<file path="src/rtl/food_consumer.sv">
// -----------------------------------------------------------------------------
// food_consumer
//
// Food-side game logic for a snake game. It latches a food position from the
// food generator, watches for the snake head landing on it on each game tick,
// pulses eaten/grow_req, keeps a four-digit BCD score and waits a short settle
// period before accepting the next food candidate.
//
// Parameters
//   BLOCK   cell size in pixels; head and food overlap when both axis
//           distances are below BLOCK
//   SETTLE  cycles spent between an eat and the next candidate fetch
//
// Ports
//   clk          system clock
//   rst          asynchronous active-high reset
//   clear        synchronous restart, same effect as rst
//   tick         one-cycle game-step strobe; eats are only detected on tick
//   x_head/y_head  snake head pixel coordinates (10 bits)
//   x_cand/y_cand  candidate food coordinates (10 bits)
//   cand_ok      candidate lies inside the playfield margin
//   x_food/y_food  latched food position (10 bits)
//   food_active  food position valid and displayed
//   eaten        one-cycle pulse on an eat
//   grow_req     one-cycle pulse coincident with eaten
//   score        four BCD digits, score[3:0] is the units digit
// -----------------------------------------------------------------------------
module food_consumer #(
    parameter int BLOCK  = 8,
    parameter int SETTLE = 4
) (
    input  logic        clk,
    input  logic        rst,
    input  logic        clear,
    input  logic        tick,
    input  logic [9:0]  x_head,
    input  logic [9:0]  y_head,
    input  logic [9:0]  x_cand,
    input  logic [9:0]  y_cand,
    input  logic        cand_ok,
    output logic [9:0]  x_food,
    output logic [9:0]  y_food,
    output logic        food_active,
    output logic        eaten,
    output logic        grow_req,
    output logic [15:0] score
);

    localparam int CW = (SETTLE > 1) ? $clog2(SETTLE) : 1;

    typedef enum logic [1:0] {
        ST_FETCH,
        ST_ACTIVE,
        ST_SETTLE
    } state_t;

    state_t        state_reg,   state_next;
    logic [9:0]    x_food_reg,  x_food_next;
    logic [9:0]    y_food_reg,  y_food_next;
    logic          active_reg,  active_next;
    logic          eaten_reg,   eaten_next;
    logic          grow_reg,    grow_next;
    logic [15:0]   score_reg,   score_next;
    logic [CW-1:0] cnt_reg,     cnt_next;

    // Distance test on one axis. The difference is taken in 11 bits with the
    // operands ordered so the result is the true magnitude; no wrap-around.
    function automatic logic axis_near(input logic [9:0] a, input logic [9:0] b);
        logic [10:0] d;
        if (a >= b)
            d = {1'b0, a} - {1'b0, b};
        else
            d = {1'b0, b} - {1'b0, a};
        return d < 11'(BLOCK);
    endfunction

    logic cand_clear;   // candidate does not sit on the head
    logic head_hit;     // head overlaps the active food

    assign cand_clear = ~(axis_near(x_head, x_cand) & axis_near(y_head, y_cand));
    assign head_hit   = axis_near(x_head, x_food_reg) & axis_near(y_head, y_food_reg);

    // BCD increment as a ripple of per-digit carries: a digit advances when
    // every lower digit is 9, and a 9 that advances wraps to 0.
    logic [15:0] score_inc;
    logic [3:0]  carry;

    assign carry[0] = 1'b1;

    generate
        for (genvar gi = 0; gi < 4; gi++) begin : g_bcd
            logic [3:0] digit;
            assign digit = score_reg[gi*4 +: 4];
            assign score_inc[gi*4 +: 4] = carry[gi] ? ((digit == 4'd9) ? 4'd0 : digit + 4'd1)
                                                    : digit;
            if (gi < 3) begin : g_carry
                assign carry[gi+1] = carry[gi] & (digit == 4'd9);
            end
        end
    endgenerate

    always_comb begin
        state_next  = state_reg;
        x_food_next = x_food_reg;
        y_food_next = y_food_reg;
        active_next = active_reg;
        eaten_next  = 1'b0;
        grow_next   = 1'b0;
        score_next  = score_reg;
        cnt_next    = cnt_reg;

        if (clear) begin
            // Restart takes priority over everything, including a tick.
            state_next  = ST_FETCH;
            x_food_next = '0;
            y_food_next = '0;
            active_next = 1'b0;
            score_next  = '0;
            cnt_next    = '0;
        end else begin
            case (state_reg)
                ST_FETCH: begin
                    active_next = 1'b0;
                    if (cand_ok && cand_clear) begin
                        x_food_next = x_cand;
                        y_food_next = y_cand;
                        active_next = 1'b1;
                        state_next  = ST_ACTIVE;
                    end
                end
                ST_ACTIVE: begin
                    if (tick && head_hit) begin
                        eaten_next  = 1'b1;
                        grow_next   = 1'b1;
                        active_next = 1'b0;
                        // Score sticks at 9999; the eat still pulses.
                        if (score_reg != 16'h9999)
                            score_next = score_inc;
                        cnt_next    = CW'(SETTLE - 1);
                        state_next  = ST_SETTLE;
                    end
                end
                ST_SETTLE: begin
                    if (cnt_reg == '0)
                        state_next = ST_FETCH;
                    else
                        cnt_next = cnt_reg - CW'(1);
                end
                default: begin
                    state_next  = ST_FETCH;
                    active_next = 1'b0;
                end
            endcase
        end
    end

    always_ff @(posedge clk or posedge rst) begin
        if (rst) begin
            state_reg  <= ST_FETCH;
            x_food_reg <= '0;
            y_food_reg <= '0;
            active_reg <= 1'b0;
            eaten_reg  <= 1'b0;
            grow_reg   <= 1'b0;
            score_reg  <= '0;
            cnt_reg    <= '0;
        end else begin
            state_reg  <= state_next;
            x_food_reg <= x_food_next;
            y_food_reg <= y_food_next;
            active_reg <= active_next;
            eaten_reg  <= eaten_next;
            grow_reg   <= grow_next;
            score_reg  <= score_next;
            cnt_reg    <= cnt_next;
        end
    end

    assign x_food      = x_food_reg;
    assign y_food      = y_food_reg;
    assign food_active = active_reg;
    assign eaten       = eaten_reg;
    assign grow_req    = grow_reg;
    assign score       = score_reg;

endmodule

</file>
<file path="config.mk">
export PLATFORM = sky130hd
export DESIGN_NAME = food_consumer
export DESIGN_NICKNAME = d
export VERILOG_FILES = /design/src/rtl/food_consumer.sv
export SDC_FILE = /design/constraint.sdc
export NUM_CORES = 1
export LEC_CHECK = 0
export CAP_MARGIN = 20
export CORE_UTILIZATION = 61
export CTS_CLUSTER_DIAMETER = 30
export DETAILED_ROUTE_END_ITERATION = 10
export PLACE_DENSITY = 0.9
export SYNTH_ARGS = -nofsm -noshare
export SYNTH_HDL_FRONTEND = slang
export SYNTH_SLANG_ARGS = --single-unit
</file>
<file path="constraint.sdc">
create_clock -name clk -period 5.3 [get_ports clk]
set_input_delay 0.795 -clock clk [delete_from_list [all_inputs] [get_ports clk]]
set_output_delay 0.795 -clock clk [all_outputs]
set_load 0.005 [all_outputs]
</file>
==> summary.txt <==
Logic synthesis
  • Share of the synthesized area in compound gates (AO/OA/AOI/OAI): 28.7%
  • Largest family of logic cells by synthesized area: compound AO/OA/AOI/OAI gates
  • Dominant cells by area after synthesis: sky130_fd_sc_hd__ha_1, sky130_fd_sc_hd__dfrtp_1, sky130_fd_sc_hd__inv_1
  • Count of different cell masters after synthesis: 69
  • Share of the synthesized netlist area taken by xor and xnor gates: 1.37%
  • Yosys warning total: 0
  • Synthesized Nets: 877
  • Seq/Total Area, Yosys: 18.2%
  • Synthesized cell area: 5760 µm²
  • Post-synth EDFFs: 0
  • Adder-cell area share of the yosys netlist: 19.3%
  • Average footprint of a synthesized cell: 7.75 µm²
  • Flip-flop cell with the highest count after synthesis: sky130_fd_sc_hd__dfrtp_1
  • FF+latch count, synth: 42
  • Area fraction of the dominant cell type after synthesis: 19.3%
  • Proportion of synthesized area in mux cells: 3.32%
  • Share of synthesized cell area in and, or, nand and nor gates: 20.8%
  • Post-synthesis cell count: 743
  • Fraction of synthesis flops using an asynchronous set or reset pin: 100%
  • Largest area contributor in the netlist: sky130_fd_sc_hd__ha_1

Cells and area
  • # fillers: 721
  • Final non-filler cell total: 917
  • Final nets: 940
  • Share of layout cells above drive strength 1: 7.32%
  • Layout Utilization: 73.3%
  • Finished Cell Area: 6740 µm²
  • Number of flip-flops under the largest register name: 16
  • Diodes inserted: 0
  • Most frequent standard cell in the layout excluding fill and tap cells: sky130_fd_sc_hd__ha_1
  • Layout Area Growth over Synthesis: 17.0%
  • Commonest cells after routing, fill and taps aside: sky130_fd_sc_hd__ha_1, sky130_fd_sc_hd__inv_1, sky130_fd_sc_hd__clkdlybuf4s50_1

Global routing
  • Most used routing layer: met2
  • Antenna violations before repair: 0
  • Via count of the first global-routing pass: 5,528
  • Total grt overflow: 0
  • Overall Global Routing Usage: 33.9%
  • Routing usage on met3: 3.30%
  • GR met1 Demand/Resource: 48.8%
  • Pin count of the biggest net entering global routing: 43
  • Global-route wire length before repair: 26,900 µm
  • Grt met2 use: 56.0%

Run
  • Number of max-cap violations: 0

Clocking
  • H-tree Lvls: 2
  • TritonCTS buffer count: 5
  • CTS Root Cell: sky130_fd_sc_hd__clkbuf_8
  • Post-cts resize count: 0
  • CTS max path bufs: 2
  • Number of hold buffers added after cts: 0
  • Worst-path clk slew: 70 ps
  • Clock tree from TritonCTS: built
  • CTS sink cnt: 42
  • Clock network latency to the later pin of the worst-skew pair: 290 ps
  • Buffers inserted during post-CTS setup optimization: 0

Timing
  • Highest achievable clock rate: 211 MHz
  • RSZ-0062 raised after global routing: no
  • Shortest clock period the worst path allows after layout: 4750 ps
  • Period utilisation layout: 89.5%
  • Number of setup violations in the final report: 0
  • Layout Skew: 6.53 ps
  • Slew @ Worst Pin: 650 ps
  • Final hold violations: 0
  • Max Slew Vio Count: 0
  • Setup_tns: 0 ps
  • Max transition margin: 56.3%

Worst setup path
  • Startpoint types: input pin
  • Largest fanout on the critical path: 22
  • Critical path data arrival time: 4940 ps
  • Critical path class: in2reg
  • Endpoint required time on the critical path: 5490 ps
  • Flop-to-flop setup slack: 1590 ps
  • CP Capture Type: flop

Run status
  • Status: finished, final reports clean

Placement
  • Number of instances in the placed design: 910
  • Placed wire-length estimate after detailed placement: 13,400 µm
  • GP Congestion: 1.02
  • # port buffers: 83
  • Post-Place Cell Area: 6630 µm²

Floorplan
  • Std-Cell Core Area: 9200 µm²
  • Die Outline Area: 9840 µm²
  • Initial core utilization: 62.6%
  • Die H: 99.2 µm
  • Width of the chip: 99.2 µm
  • Number of placement rows: 35
  • # IOs: 84

Hold path
  • Worst hold-check path type: reg2reg

Power and ir drop
  • Leakage power summed over all cells: 3.08 nW
  • Pwr/cell area: 166 nW/µm²
  • Worst voltage drop across the vdd grid: 0.123 mV

Detailed routing
  • Detailed-route DRC error count: 0
  • Number of nets still failing antenna checks after routing: 0
  • Post-detailed-routing wire length: 16,700 µm
  • First drt pass iteration count: 5
  • Vias per std cell: 6.47
  • Via count: 5,937
  • Final routed wire length divided by cell count: 18.2 µm
  • Iteration-0 DRC count of the detailed router: 434
-- through the flow --
| stage | setup WS [ps] | power, mW | hold slack, ps |
|---|---|---|---|
| detailed placement | 314 | 0.854 | 545 |
| finish | 555 | 1.12 | 553 |
| CTS | 607 | 1.11 | 557 |
| global route | 382 | 1.18 | 597 |
| global placement | 394 | 0.839 | 537 |
| floorplan | 1320 | 0.699 | 511 |
-- cell type report --
type	instances	area [µm²]	share of cell area, %
multi-input cells	583	4240	62.9
flip-flops and latches	42	1050	15.6
repair buffers	90	882	13.1
inverters	84	315	4.68
well taps	111	139	2.06
clock buffers	6	82.6	1.23
clock inverters	1	30.0	0.446
-- logic make-up (layout without fill, tap and decap cells) --
| logic type | count (synthesis) | in the layout |
|---|---|---|
| flops | 42 | 42 |
| mux | 18 | 18 |
| compound gates | 224 | 224 |
| xor+xnor | 9 | 9 |
| simple gates | 243 | 243 |
| fa+ha+maj | 89 | 89 |
| buf+inv | 118 | 181 |
-- layer usage --
layer	part of all wire [%]	vias up
met5	0	-
met4	1.5	0
met3	8.3	25
met2	46	299
met1	45	2811
li1	-	2802
-- cell usage after synthesis, types with 19 or more instances --
cell type,instances
sky130_fd_sc_hd__nor2_1,72
sky130_fd_sc_hd__dfrtp_1,42
sky130_fd_sc_hd__o21ai_0,27
sky130_fd_sc_hd__o211ai_1,27
sky130_fd_sc_hd__clkbuf_1,25
sky130_fd_sc_hd__nor3_1,26
sky130_fd_sc_hd__ha_1,89
sky130_fd_sc_hd__a21oi_1,60
sky130_fd_sc_hd__nand3_1,19
sky130_fd_sc_hd__inv_1,84
sky130_fd_sc_hd__o31ai_2,20
sky130_fd_sc_hd__nand2_1,48
-- worst paths after layout --
path	to	start	depth (start not counted)
worst max register to register	score[10]	x_food[2]	11
worst min-delay path	cnt_reg[1]	cnt_reg[1]	2
worst min register to register	cnt_reg[1]	cnt_reg[1]	2
worst max-delay path	y_food[2]	x_head[4]	13
max in group asynchronous	state_reg[1]	rst	3
min in group asynchronous	score[6]	rst	3
-- critical path, stage by stage --
cell                              delay [ps]
sky130_fd_sc_hd__clkdlybuf4s50_1         530
sky130_fd_sc_hd__inv_1                    80
sky130_fd_sc_hd__ha_1                    430
sky130_fd_sc_hd__a21o_1                  210
sky130_fd_sc_hd__a21o_1                  180
sky130_fd_sc_hd__a211oi_2                420
sky130_fd_sc_hd__o21ai_4                 130
sky130_fd_sc_hd__mux2_1                  320
sky130_fd_sc_hd__a32oi_1                 200
sky130_fd_sc_hd__mux2_1                  340
sky130_fd_sc_hd__or4_4                   660
sky130_fd_sc_hd__o21a_4                  370
sky130_fd_sc_hd__o31ai_2                 250
-- power by group --
part | switching [mW] | internal [mW]
Clock | 0.106 | 0.151
Sequential | 0.0136 | 0.331
Combinational | 0.306 | 0.214
Total | 0.426 | 0.696
Power figures use the tool's default switching activity.
